<file path="src/rtl/ebus_pkg.sv">
// Shared types and constants for the EBUS arbiter.
// Round-robin arbitration is enabled by defining EBUS_RR_EN.
package ebus_pkg;

    localparam int EBUS_W    = 36;
    localparam int EBUS_DS_W = 8;

    localparam int EBUS_REQ_EDP = 0;
    localparam int EBUS_REQ_IR  = 1;
    localparam int EBUS_REQ_SCD = 2;
    localparam int EBUS_REQ_APR = 3;
    localparam int EBUS_REQ_CRA = 4;

    typedef enum logic [1:0] {
        IDLE,
        SETUP,
        DEMAND,
        RELEASE
    } ebusState_t;

endpackage

</file>
<file path="src/rtl/ebus_pick.sv">
// Combinational winner select for the EBUS arbiter.
// Searches req starting at index start, wrapping at NREQ-1.
module ebus_pick
    import ebus_pkg::*;
#(
    parameter int NREQ = 5,
    parameter int IW   = 3
) (
    input  logic [0:NREQ-1] req,
    input  logic [IW-1:0]   start,
    output logic [0:NREQ-1] oneHot,
    output logic [IW-1:0]   idx,
    output logic            any
);

    // First requester at or after start wins; fixed priority when start is 0
    always_comb begin
        int j;
        j      = 0;
        oneHot = '0;
        idx    = '0;
        any    = 1'b0;
        for (int k = 0; k < NREQ; k++) begin
            j = (int'(start) + k) % NREQ;
            if (!any && req[j]) begin
                any       = 1'b1;
                idx       = IW'(j);
                oneHot[j] = 1'b1;
            end
        end
    end

endmodule

</file>
<file path="src/rtl/ebus_arbiter.sv">
// EBUS ownership arbiter with demand/transfer handshake and timeout.
// Define EBUS_RR_EN for round-robin; otherwise lowest index wins.
module ebus_arbiter
    import ebus_pkg::*;
#(
    parameter int NREQ    = 5,
    parameter int TIMEOUT = 15
) (
    input  logic                     clk,
    input  logic                     reset,
    input  logic [0:NREQ-1]          req,
    input  logic [0:NREQ*EBUS_W-1]   reqData,
    input  logic [0:NREQ*EBUS_DS_W-1] reqDS,
    input  logic                     ebusXfer,
    output logic [0:NREQ-1]          grant,
    output logic [0:EBUS_W-1]        EBUS,
    output logic [0:EBUS_DS_W-1]     EBUS_DS,
    output logic                     ebusDemand,
    output logic                     done,
    output logic                     timeout,
    output logic                     busy
);

    localparam int IW = (NREQ > 1) ? $clog2(NREQ) : 1;

    ebusState_t      state;
    logic [IW-1:0]   owner;
    logic [IW-1:0]   start;
    logic [7:0]      cnt;
    logic [0:NREQ-1] pickHot;
    logic [IW-1:0]   pickIdx;
    logic            pickAny;
    logic            ownerReq;
    logic            cntHit;

    assign ownerReq = req[owner];
    assign cntHit   = (cnt == 8'(TIMEOUT));
    assign busy     = (state != IDLE);

    ebus_pick #(
        .NREQ(NREQ),
        .IW  (IW)
    ) uPick (
        .req   (req),
        .start (start),
        .oneHot(pickHot),
        .idx   (pickIdx),
        .any   (pickAny)
    );

`ifdef EBUS_RR_EN
    logic [IW-1:0] rrPtr;

    assign start = rrPtr;

    // Advance past the owner only when its transfer completes
    always_ff @(posedge clk or posedge reset) begin
        if (reset) begin
            rrPtr <= '0;
        end else if (state == DEMAND && ownerReq && (ebusXfer || cntHit)) begin
            rrPtr <= (owner == IW'(NREQ - 1)) ? '0 : owner + 1'b1;
        end
    end
`else
    assign start = '0;
`endif

    // Ownership FSM; every output except busy is registered
    always_ff @(posedge clk or posedge reset) begin
        if (reset) begin
            state      <= IDLE;
            owner      <= '0;
            cnt        <= '0;
            grant      <= '0;
            EBUS       <= '0;
            EBUS_DS    <= '0;
            ebusDemand <= 1'b0;
            done       <= 1'b0;
            timeout    <= 1'b0;
        end else begin
            done    <= 1'b0;
            timeout <= 1'b0;
            unique case (state)
                IDLE: begin
                    if (pickAny) begin
                        state   <= SETUP;
                        owner   <= pickIdx;
                        grant   <= pickHot;
                        EBUS    <= reqData[int'(pickIdx)*EBUS_W +: EBUS_W];
                        EBUS_DS <= reqDS[int'(pickIdx)*EBUS_DS_W +: EBUS_DS_W];
                    end
                end
                SETUP: begin
                    if (!ownerReq) begin
                        state   <= IDLE;
                        grant   <= '0;
                        EBUS    <= '0;
                        EBUS_DS <= '0;
                    end else begin
                        state      <= DEMAND;
                        cnt        <= '0;
                        ebusDemand <= 1'b1;
                    end
                end
                DEMAND: begin
                    if (!ownerReq) begin
                        state      <= IDLE;
                        grant      <= '0;
                        EBUS       <= '0;
                        EBUS_DS    <= '0;
                        ebusDemand <= 1'b0;
                    end else if (ebusXfer) begin
                        state      <= RELEASE;
                        done       <= 1'b1;
                        ebusDemand <= 1'b0;
                    end else if (cntHit) begin
                        state      <= RELEASE;
                        timeout    <= 1'b1;
                        ebusDemand <= 1'b0;
                    end else begin
                        cnt <= cnt + 8'd1;
                    end
                end
                RELEASE: begin
                    if (!ownerReq) begin
                        state   <= IDLE;
                        grant   <= '0;
                        EBUS    <= '0;
                        EBUS_DS <= '0;
                    end
                end
            endcase
        end
    end

endmodule

</file>
<file path="config.mk">
export PLATFORM = sky130hd
export DESIGN_NAME = ebus_arbiter
export DESIGN_NICKNAME = d
export VERILOG_FILES = /design/src/rtl/ebus_pkg.sv /design/src/rtl/ebus_pick.sv /design/src/rtl/ebus_arbiter.sv
export SDC_FILE = /design/constraint.sdc
export NUM_CORES = 1
export LEC_CHECK = 0
export BUFFER_PORTS_ARGS = -buffer_cell sky130_fd_sc_hd__buf_2
export CORE_MARGIN = 8
export CORE_UTILIZATION = 40
export CTS_BUF_LIST = sky130_fd_sc_hd__clkbuf_4 sky130_fd_sc_hd__clkbuf_8
export DETAILED_ROUTE_END_ITERATION = 10
export PLACE_DENSITY = 0.8
export SLEW_MARGIN = 20
export SYNTH_ARGS = -nofsm -noshare
export SYNTH_HDL_FRONTEND = slang
export SYNTH_SLANG_ARGS = --single-unit
export TNS_END_PERCENT = 5
</file>
<file path="constraint.sdc">
create_clock -name clk -period 2.1 [get_ports clk]
set_input_delay 0.42 -clock clk [delete_from_list [all_inputs] [get_ports clk]]
set_output_delay 0.42 -clock clk [all_outputs]
set_load 0.02 [all_outputs]
</file>
# Word level (Yosys, flattened, before mapping)
# Cells that the tools add are included.
# W data, S select, Z words.
# word_totals
ff_bits	65
latch_bits	0
mem_bits_rw	0
rom_bits	0
input_bits	228
out_inout_bits	53
elab_cells	96
memories	0
# op_classes
addsub	1
mul	1
div_mod_pow	0
n_lt_le_gt_ge	1
n_eq_ne	12
n_shift	2
muxes	50
bitwise_logic	3
reduce_logical	17
# ops
cell	n
$shiftx A180 B32 Y181	1
$mux W36	2
$pmux W36 S2	1
$mux W8	6
$shiftx A40 B32 Y41	1
$not A6 Y32	1
$not A9 Y32	1
$pmux W8 S2	2
$mux W1	20
$mux W2	9
$mux W5	3
$ne A2 B2 Y1 const B	7
$pmux W5 S2	1
$add A8 B1 Y8 const B	1
$eq A8 B4 Y1 const B	1
$pmux W2 S4	1
$mul A3 B4 Y7 const B	1
$mux W3	2
$reduce_and A3 Y1	2
$reduce_and A5 Y1	1
$eq A2 B2 Y1 const B	2
$ge A4 B4 Y1 const B	1
$logic_and A1 B1 Y1	4
$logic_not A1 Y1	4
10 further kinds	12

# Logic depth before layout (Yosys ltp)
# Gate-level depths: netlist of run 1.
# depth
depth_word	18
mapped_depth	9
ltp_nobuf	6

# Cells and area by module
# From an unflattened synthesis of run 1, not the netlist that was laid out.
# hier_totals
hier_cells	689
area_unflattened_um2	6726.5
# by_module_without_submodules
mod	instances	cells_each	area_each_um2	seq_area_each_um2
ebus_arbiter	1	352	4257.8	1626.6
ebus_pick	1	337	2468.6	0.0

# Least setup slack after synthesis of run 1
# No wires, ideal clock.
# synth_timing
path_kind	input-to-reg
from	input port req[0] (netlist name)
to	register EBUS[23] (netlist name)
setup_time_ps	128
t_arrival_ps	1967
t_required_ps	1972
path_slack_ps	5
path_stages	7
path_buffers	2
path_cell_list	buf_2 or2_2 buf_2 nor2_2 mux2_2 a221oi_1 o2bb2ai_1
# synth_via
elab_chain_len	18
word_cells_on_any_way	28
cone_classes	1 x mul; 2 x eq/ne; 1 x shift; 14 x mux; 1 x bitwise; 9 x reduce/logical
# synth_lines
element	line_no	source
from (decl)	ebus_arbiter.sv:11	input logic [0:NREQ-1] req,
$mux W1	ebus_pick.sv:25	if (!any && req[j]) begin
$logic_not A1 Y1	ebus_pick.sv:25	
$logic_and A1 B1 Y1	ebus_pick.sv:25	
$mux W1	ebus_pick.sv:25	
$logic_not A1 Y1	ebus_pick.sv:25	
$logic_and A1 B1 Y1	ebus_pick.sv:25	
$mux W1	ebus_pick.sv:25	
$logic_not A1 Y1	ebus_pick.sv:25	
(+2 left out)	--	
$logic_not A1 Y1	ebus_pick.sv:25	
$logic_and A1 B1 Y1	ebus_pick.sv:25	
$mux W3	ebus_pick.sv:25	
$mul A3 B4 Y7	ebus_arbiter.sv:89	EBUS <= reqData[int'(pickIdx)*EBUS_W +: EBUS_W];
$not A9 Y32 (not written as such)	ebus_arbiter.sv:89	
$shiftx A180 B32 Y181	ebus_arbiter.sv:89	
$mux W36	ebus_arbiter.sv:85	if (pickAny) begin
$pmux W36 S2	ebus_arbiter.sv:83	unique case (state)
to (signal assigned)	ebus_arbiter.sv:89	
to (decl)	ebus_arbiter.sv:16	output logic [0:EBUS_W-1] EBUS,
# Several ways; a longest one is shown, not always the timed one. The select of a mux whose other input is x is not followed.
# A chain may end at the register's enable or synchronous reset.

# Worst setup path in the final report of run 1
# layout_timing
from	register owner[0]
to	register cnt[0]
# layout_via
elab_chain_len	6
word_cells_on_any_way	7
cone_classes	2 x eq/ne; 3 x mux; 1 x bitwise; 1 x reduce/logical
# layout_lines
element	line_no	source
from (decl)	ebus_arbiter.sv:27	logic [IW-1:0] owner;
from (signal assigned)	ebus_arbiter.sv:87	owner <= pickIdx;
$not A3 Y4 (not written as such) (*)	ebus_arbiter.sv:36	assign ownerReq = req[owner];
$bmux W1 S3 (*)	ebus_arbiter.sv:36	
$mux W1 (not written as such) (*) (2 in a row)	ebus_arbiter.sv:36	
$ne A2 B2 Y1 (no source line)	--	
$reduce_and A5 Y1 (no source line) (*)	--	
to (signal assigned)	ebus_arbiter.sv:121	cnt <= cnt + 8'd1;
to (decl)	ebus_arbiter.sv:29	logic [7:0] cnt;
# Every way passes the cells marked *; elsewhere a longest branch is shown, timed or not. The select of a mux whose other input is x is not followed.

==> results of run 1 <==
## through the flow
stage | utilization [%] | setup WS, ps
3_5_place_dp | 58.3 | -41.8
3_3_place_gp | 58.3 | 17.7
4_1_cts | 59.9 | 83.9
6_report | 60.0 | 123
2_1_floorplan | - | 5.10
5_1_grt | 60.0 | 50.3
## worst register-to-register path, cell delays in order (launching register included)
cell     delay (ps)
dfrtp_1         420
or4b_4          570
a21o_1          280
buf_4           170
or4_1           390
nand3_1          80
## final cells by class
class,count,area share (%)
diodes,2,0.0776
well taps,140,2.72
multi-input cells,385,38.6
clock buffers,13,2.68
inverters,12,0.699
repair buffers,339,30.0
flip-flops and latches,65,25.2
## registers in the layout, summed over array words and instances, names as in the netlist
register,cells
done,1
owner,3
timeout,1
ebusDemand,1
EBUS_DS,8
cnt,8
state,2
grant,5
EBUS,36
## kinds of logic after synthesis
logic type,share of synthesized area [%]
mux,1.78
buf+inv,5.72
simple gates,16.7
xor+xnor,0.201
compound gates,37.9
fa+ha+maj,0.287
flops,37.4
## synthesized netlist by cell type, types with 3 or more instances
master	n
a211oi_1	4
a21o_1	5
a21oi_1	40
a221o_1	27
a221oi_1	12
a22o_1	23
a22oi_1	22
a2bb2oi_1	3
a31oi_1	3
a32o_1	8
and2_1	4
and3_1	3
buf_1	3
buf_2	10
buf_6	4
clkbuf_1	24
dfrtp_1	65
inv_1	11
mux2_2	4
nand2_1	66
nand2b_1	3
nand3_1	14
nor2_1	33
nor2_2	3
nor2b_1	3
nor3_1	7
o21ai_0	32
o21ai_1	3
o22ai_1	10
o2bb2ai_1	8
o31ai_1	3
or2_2	3
or3_1	3
## timing repair
action | 4_1_cts | 5_1_grt
endpoints found under the setup margin | 0 | 4
resized for setup | 0 | 1
hold buffers | 0 | 0
## power by group through the flow
stage	Sequential, mW	Clock, mW	Combinational [mW]
finish	2.04	1.02	3.55
detailed placement	2.04	0	3.51
floorplan	2.46	0	1.61
global placement	2.04	0	3.45
CTS	2.03	1.02	3.52
global route	2.09	1.08	3.77
## routing by layer
layer  up-vias  global-route usage, %  part of all wire [%]
met4         0                   8.43                   2.2
met3        47                   8.67                    12
met1      2714                   36.7                    39
li1       2570                      -                     -
met5         -                      0                     0
met2       415                   47.8                    47
## worst paths after layout
kind	start	cells after the start	endpoint	slack [ps]
min reg2reg	grant[0]	1	grant[0]	480
max reg2reg	owner[0]	5	cnt[0]	120
min in group clk	reqData[176]	2	EBUS[32]	300
max in group asynchronous	reset	3	EBUS[16]	1290
max	owner[0]	5	cnt[0]	120
min	reset	2	EBUS[2]	190
==> reports/qor.csv, run 1 <==
stage;metric;value;unit
clock_tree;cts.sinks;65;
route;num_vias;5746;
synth;synthCells;504;
grt;antenna_found_initial;0;
power_and_ir_drop;irDropWorstVdd;0.461;mV
clock_tree;htreeDepth;3;
synth;syn_area_per_cell;8.64;sq um
floorplan;die_w;120;microns
timing;post-route-period-util;94.1;%
route;drcViolationCount;0;
timing;finalHoldViolCount;0;
grt;grt_usage;29.3;%
power_and_ir_drop;power;6.61;mW
worst_setup_path;crit_chain;or4b_4, a21o_1, buf_4, or4_1, nand3_1;
route;wirelength;21700;microns
power_and_ir_drop;power_leakage;3.27;nW
synth;ys_seq_area_share;37.4;%
layout;area_delta_synth_final;48.1;%
run;max_cap_viol_count;0;
floorplan;chipHeight;120;microns
timing;timing.hold.ws;194;ps
layout;regArea;0.00163;sq mm
layout;nFillCells;1016;
synth;synthTopCellsByArea;dfrtp_1, a221o_1, nand2_1;
worst_setup_path;critPathKind;reg2reg;
clock_tree;cts_root_buffer;clkbuf_8;
layout;stdcell_count;956;
timing;maxSlewHeadroom;51.2;%
worst_setup_path;critPathMaxFanout;9;
route;dr.pass1.iters;5;
synth;netlist_area;0.00435;sq mm
power_and_ir_drop;swShare;43.7;%
route;viasPerCell;6.01;
worst_setup_path;required;2380;ps
floorplan;coreArea;0.0107;sq mm
synth;async_flop_share;100;%
layout;final_area;0.00645;sq mm
power_and_ir_drop;pwr-share-clk;15.4;%
timing;period_minus_slack;1980;ps
timing;rsz0062_at_grt;false;
timing;fin_skew;7.55;ps
power_and_ir_drop;p_per_area;1030;mW/mm^2
synth;synth_top_area_share;37.4;%
timing;fmax;506;MHz
clock_tree;cts_setup_buffers;0;
clock_tree;clk_pin_slew;80;ps
clock_tree;cts_buffers;9;
run_status;outcome;finished, final reports clean;
place;place_congestion;0.947;
synth;ys_ff_latch;65;
place;dp.cells;941;
floorplan;start_util;40.5;%
worst_setup_path;critical_path.max_stage_delay;570;ps
timing;finalSetupTns;0;ps
layout;mostFrequentLayoutCell;buf_2;
power_and_ir_drop;switching_power;2.89;mW
floorplan;die-area;0.0145;sq mm
power_and_ir_drop;p_int;3.72;mW
route;drt_iter0_markers;642;
floorplan;rows;38;
clock_tree;insertion_delay;350;ps
synth;synth_nets;733;
synth;yosys.area.top_type;dfrtp_1;
place;dpl-instance-area;0.00626;sq mm
worst_hold_path;hold_path_class;in2async;
clock_tree;cts_tree;done;
timing;drv_slew;0;
worst_setup_path;endpoint_kind;register;
synth;synth_cell_types;65;
worst_setup_path;arrival;2260;ps
power_and_ir_drop;p_seq_share;30.9;%
layout;multiInputGateArea;0.00249;sq mm
place;dpl.hpwl;17300;microns
grt;overflow;0;
grt;grt_max_degree;32;
worst_setup_path;crit_family;simple AND/OR/NAND/NOR gates;
synth;yosysWarnings;0;
power_and_ir_drop;power_frac_comb;53.7;%
timing;setup_violations;0;
grt;grt_first_pass_wirelength;33100;microns
worst_setup_path;cp.buffers_inverters;1;
layout;final_cell_mix;buf_2, nand2_1, dfrtp_1, buf_4, a21oi_1;
worst_setup_path;crit_slowest_cell;or4b_4;
synth;synth_edf_count;0;
clock_tree;clk_path_buf_depth;2;
grt;first_global_vias;5760;
synth;synth-main-ff-cell;dfrtp_1;
floorplan;ioPinCount;281;
route;wl_per_cell;22.7;microns
layout;drive_above_1_share;46.6;%
layout;nets;1041;
route;drtAntennaViolNets;0;
worst_setup_path;cp-start-kind;register;
place;portBuffers;280;
timing;tightestPinTransition;731;ps
Note: power is estimated with default switching activity, not from simulation.
==> run 2, diff against run 1 <==
--- a/config.mk
+++ b/config.mk
@@ -10,7 +10,7 @@
 export CORE_UTILIZATION = 40
 export CTS_BUF_LIST = sky130_fd_sc_hd__clkbuf_4 sky130_fd_sc_hd__clkbuf_8
 export DETAILED_ROUTE_END_ITERATION = 10
-export PLACE_DENSITY = 0.8
+export PLACE_DENSITY = 0.88
 export SLEW_MARGIN = 20
 export SYNTH_ARGS = -nofsm -noshare
 export SYNTH_HDL_FRONTEND = slang
==> reports/qor.csv, run 2 (synthesized netlist as in run 1, its figures left out) <==
stage;metric;value;unit
route;wirelength;21900;microns
worst_hold_path;hold_path_class;in2async;
place;dpl_worst_slack;8.08;ps
power_and_ir_drop;power_leakage;3.32;nW
route;drt_iter0_markers;612;
power_and_ir_drop;p_seq_share;28.6;%
clock_tree;cts_setup_buffers;0;
timing;finalSetupTns;0;ps
run_status;outcome;finished, final reports clean;
route;drtAntennaViolNets;0;
grt;first_global_vias;5818;
grt;overflow;0;
power_and_ir_drop;p_per_area;1080;mW/mm^2
power_and_ir_drop;power_frac_comb;50.2;%
timing;tightestPinTransition;688;ps
worst_setup_path;endpoint_kind;register;
layout;nets;1043;
floorplan;chipHeight;120;microns
floorplan;die-area;0.0145;sq mm
place;portBuffers;280;
route;drcViolationCount;0;
clock_tree;cts_repair_resize_count;0;
grt;grt_first_pass_wirelength;32700;microns
route;viasPerCell;5.96;
layout;largest_reg_flops;36;
worst_setup_path;required;2330;ps
clock_tree;clk_pin_slew;80;ps
floorplan;rows;38;
layout;reg_top3;EBUS: 36 flops, EBUS_DS: 8 flops, cnt: 8 flops;
floorplan;die_w;120;microns
grt;antenna_found_initial;1;
timing;fmax;506;MHz
layout;mostFrequentLayoutCell;buf_2;
timing;post-route-period-util;94.0;%
clock_tree;hold_buffers;0;
layout;final_cell_mix;buf_2, nand2_1, dfrtp_1, buf_4, a21oi_1;
layout;nFillCells;991;
layout;drive_above_1_share;46.8;%
route;num_vias;5730;
timing;drv_slew;0;
power_and_ir_drop;swShare;41.3;%
clock_tree;cts_buffers;9;
worst_setup_path;cp-start-kind;register;
timing;setup_violations;0;
grt;grt_max_degree;30;
grt;grt_usage;28.9;%
clock_tree;cts_root_buffer;clkbuf_8;
worst_setup_path;critPathMaxFanout;20;
clock_tree;cts_tree;done;
floorplan;ioPinCount;281;
timing;fin_skew;9.49;ps
floorplan;coreArea;0.0107;sq mm
worst_setup_path;crit_start;owner[1];
place;dpl.hpwl;17700;microns
timing;maxSlewHeadroom;54.1;%
worst_setup_path;r2r_start;owner[1];
power_and_ir_drop;switching_power;2.93;mW
layout;area_delta_synth_final;50.3;%
power_and_ir_drop;power;7.10;mW
power_and_ir_drop;p_int;4.16;mW
route;wl_per_cell;22.8;microns
clock_tree;clk_path_buf_depth;2;
power_and_ir_drop;pwr-share-clk;21.2;%
layout;top_register;EBUS;
power_and_ir_drop;irDropWorstVdd;0.584;mV
floorplan;start_util;40.5;%
run;max_cap_viol_count;0;
clock_tree;htreeDepth;3;
timing;period_minus_slack;1970;ps
place;place_congestion;0.914;
worst_setup_path;critPathKind;reg2reg;
route;dr.pass1.iters;5;
timing;rsz0062_at_grt;false;
clock_tree;cts.sinks;65;
worst_setup_path;arrival;2200;ps
timing;finalHoldViolCount;0;
clock_tree;insertion_delay;350;ps
timing;setup_ws;125;ps
run 2: layout make-up:
cell class	count	area (sq um)	area share (%)
multi-input cells	385	2480	37.9
repair buffers	341	1930	29.6
flip-flops and latches	65	1630	24.9
well taps	140	175	2.68
clock buffers	10	138	2.10
clock inverters	6	138	2.10
inverters	12	45.0	0.688
diodes	2	5.00	0.0765
run 2: layer usage:
metal	global-route usage (%)	wire [microns]	up-vias
met5	0	0	-
met4	9.84	579	0
met3	6.81	2120	49
met2	48.2	10500	383
met1	36.1	8740	2723
li1	-	-	2575
run 2: final timing paths:
check / cells after the start / slack, ps / to
min reg2reg: 1 / 480 / grant[4]
max reg2reg: 6 / 130 / EBUS[11]
min in group clk: 2 / 300 / EBUS[30]
min: 2 / 170 / EBUS[21]
max: 6 / 130 / EBUS[11]
max in group asynchronous: 3 / 1230 / EBUS[23]
run 2: worst max-delay path, stage by stage (launching register included):
cell and delay, ps:
dfrtp_1 420, mux2_2 360, a22oi_2 180, and2_1 220
a21oi_4 120, buf_12 180, a221o_1 350
run 2: metrics by stage:
stage / hold slack (ps) / cells / utilization, % / area (sq um)
finish: 168 / 961 / 60.9 / 6540
global route: 205 / 960 / 60.9 / 6540
global placement: 455 / 943 / 58.3 / 6260
floorplan: 485 / 504 / - / 4350
CTS: 182 / 959 / 60.9 / 6540
detailed placement: 461 / 943 / 58.3 / 6260
run 2: power groups by stage:
stage | logic, mW | clock network [mW] | registers [mW]
floorplan | 1.61 | 0 | 2.46
finish | 3.56 | 1.50 | 2.03
CTS | 3.56 | 1.51 | 2.02
detailed placement | 3.55 | 0 | 2.03
global placement | 3.46 | 0 | 2.02
global route | 3.78 | 1.57 | 2.08
==> run 3, diff against run 2 <==
--- a/config.mk
+++ b/config.mk
@@ -5,12 +5,13 @@
 export SDC_FILE = /design/constraint.sdc
 export NUM_CORES = 1
 export LEC_CHECK = 0
+export ABC_AREA = 1
 export BUFFER_PORTS_ARGS = -buffer_cell sky130_fd_sc_hd__buf_2
 export CORE_MARGIN = 8
-export CORE_UTILIZATION = 40
+export CORE_UTILIZATION = 42
 export CTS_BUF_LIST = sky130_fd_sc_hd__clkbuf_4 sky130_fd_sc_hd__clkbuf_8
 export DETAILED_ROUTE_END_ITERATION = 10
-export PLACE_DENSITY = 0.88
+export PLACE_DENSITY = 0.89
 export SLEW_MARGIN = 20
 export SYNTH_ARGS = -nofsm -noshare
 export SYNTH_HDL_FRONTEND = slang
==> reports/qor.csv, run 3 <==
stage;metric;value;unit
layout;final_area;0.00684;sq mm
run_status;outcome;finished, final reports clean;
timing;period_minus_slack;1920;ps
synth;ys_ff_latch;65;
worst_setup_path;ff2ff_path_depth;6;
timing;drv_slew;0;
layout;drive_above_1_share;32.6;%
timing;tightestPinTransition;632;ps
synth;synthTopCellsByArea;dfrtp_1, nand2_1, nand3_1;
floorplan;ioPinCount;281;
place;dpl-instance-area;0.00660;sq mm
worst_setup_path;critPathKind;reg2out;
synth;yosysWarnings;0;
run;max_cap_viol_count;0;
route;wirelength;23500;microns
synth;synth_most_common_cell;nand2_1;
worst_setup_path;cp-start-kind;register;
route;wl_per_cell;19.2;microns
worst_setup_path;crit_slowest_cell;dfrtp_1;
timing;finalHoldViolCount;0;
layout;mostFrequentLayoutCell;nand2_1;
synth;synth_top_area_share;32.6;%
layout;largest_reg_flops;36;
grt;grt_usage;29.2;%
layout;area_delta_synth_final;37.1;%
place;place_congestion;0.983;
worst_setup_path;crit_start;state[0];
power_and_ir_drop;power_leakage;4.02;nW
timing;post-route-period-util;91.4;%
route;viasPerCell;5.47;
floorplan;start_util;43.3;%
synth;synthTopCellsByCount;nand2_1, nand3_1, nor2_1;
clock_tree;clk_path_buf_depth;2;
clock_tree;htreeDepth;3;
clock_tree;cts_root_buffer;clkbuf_8;
route;num_vias;6707;
timing;rsz0062_at_grt;false;
floorplan;die-area;0.0156;sq mm
timing;fmax;521;MHz
clock_tree;cts_buffers;9;
synth;yosys.area.top_type;dfrtp_1;
worst_setup_path;crit_chain;nor2_1, inv_2, buf_2;
floorplan;chipHeight;125;microns
layout;final_cell_mix;nand2_1, buf_2, nand3_1, nor2_1, dfrtp_1;
place;portBuffers;280;
grt;first_global_vias;6557;
clock_tree;clk_pin_slew;80;ps
synth;netlist_area;0.00499;sq mm
clock_tree;insertion_delay;370;ps
worst_hold_path;hold_path_class;in2async;
synth;synth_nets;1030;
synth;ys_seq_area_share;32.6;%
floorplan;coreArea;0.0115;sq mm
grt;antenna_found_initial;6;
clock_tree;cts.sinks;65;
layout;top_register;EBUS;
synth;async_flop_share;100;%
route;drt_iter0_markers;674;
layout;nets;1304;
worst_setup_path;required;1680;ps
clock_tree;hold_buffers;0;
place;dpl.hpwl;18200;microns
synth;syn_area_per_cell;6.22;sq um
worst_setup_path;critical_path.max_stage_delay;410;ps
worst_setup_path;endpoint_kind;primary output;
timing;fin_skew;12.3;ps
power_and_ir_drop;p_per_area;1070;mW/mm^2
synth;synth_cell_types;36;
worst_setup_path;critPathMaxFanout;8;
floorplan;rows;39;
grt;grt_first_pass_wirelength;36200;microns
synth;synth-main-ff-cell;dfrtp_1;
timing;setup_violations;0;
grt;overflow;0;
route;drcViolationCount;0;
timing;maxSlewHeadroom;57.8;%
clock_tree;cts_tree;done;
route;drtAntennaViolNets;0;
power_and_ir_drop;irDropWorstVdd;0.497;mV
worst_setup_path;arrival;1500;ps
synth;synthCells;801;
layout;reg_top3;EBUS: 36 flops, EBUS_DS: 8 flops, cnt: 8 flops;
timing;finalSetupTns;0;ps
clock_tree;cts_repair_resize_count;0;
route;dr.pass1.iters;6;
floorplan;die_w;125;microns
clock_tree;cts_setup_buffers;0;
grt;grt_max_degree;49;
synth;synth_edf_count;0;
worst_setup_path;r2r_start;state[0];
-- run 3: changes by cell type in the layout (fill, tap and decap cells not counted), sizes merged, moves of 11 or more --
cell,change
a221o,-27
nor2,+58
o211ai,+22
buf,-33
a22o,-23
a22oi,-23
a21oi,-23
nand3,+101
inv,+48
o21ai,-11
nand2,+245
a221oi,-12
-- run 3: area by class of cell --
class | count | area, sq um
Tap cell | 143 | 179
Clock inverter | 7 | 103
Clock buffer | 9 | 124
Fill cell | 1150 | 4680
Sequential cell | 65 | 1630
Antenna cell | 3 | 7.51
Timing Repair Buffer | 308 | 1690
Inverter | 60 | 225
Multi-Input combinational cell | 631 | 2890
-- run 3: worst max-delay path: cells and delay by family, from the launching register on --
| family | cells | cell delay [ps] |
|---|---|---|
| DFF | 1 | 410 |
| and+or+nand+nor | 1 | 340 |
| buffers and inverters | 2 | 390 |
-- run 3: power by group --
| part | switching (mW) | leakage [nW] | internal (mW) | total, mW |
|---|---|---|---|---|
| clock network | 0.602 | 0.110 | 0.681 | 1.28 |
| logic | 2.60 | 3.08 | 1.40 | 4.00 |
| registers | 0.280 | 0.837 | 1.73 | 2.01 |
-- run 3: cell families (layout without fill, tap and decap cells) --
family,Yosys count,count (layout),synth area share [%]
flops,65,65,32.6
other cells,0,3,0
xor+xnor,4,4,0.703
fa+ha+maj,1,1,0.251
simple gates,546,546,46.4
compound gates,80,80,10.5
buf+inv,105,384,9.54
-- run 3: per-layer routing --
metal  track usage [%]  wire, microns
met5                 0             35
met4              9.96            571
met3              7.78           2390
met2              47.0          10800
met1              37.2           9650
-- run 3: path summary, 6_finish.rpt --
kind | slack [ps] | to
worst max-delay path | 180 | busy
worst min-delay path | 130 | EBUS_DS[7]
worst max register to register | 300 | EBUS_DS[1]
worst min register to register | 480 | EBUS[10]
max in group asynchronous | 1320 | state[0]
min in group clk | 220 | timeout
-- run 3: metrics by stage --
step / total power [mW] / util (%) / worst slack [ps] / hold WS, ps / std cells
2_1_floorplan: 4.46 / - / 53.5 / 492 / 801
3_3_place_gp: 5.93 / 57.3 / 163 / 454 / 1207
3_5_place_dp: 5.99 / 57.3 / 131 / 453 / 1207
4_1_cts: 7.27 / 59.3 / 198 / 145 / 1223
5_1_grt: 7.77 / 59.4 / 108 / 168 / 1226
6_report: 7.29 / 59.4 / 181 / 126 / 1226
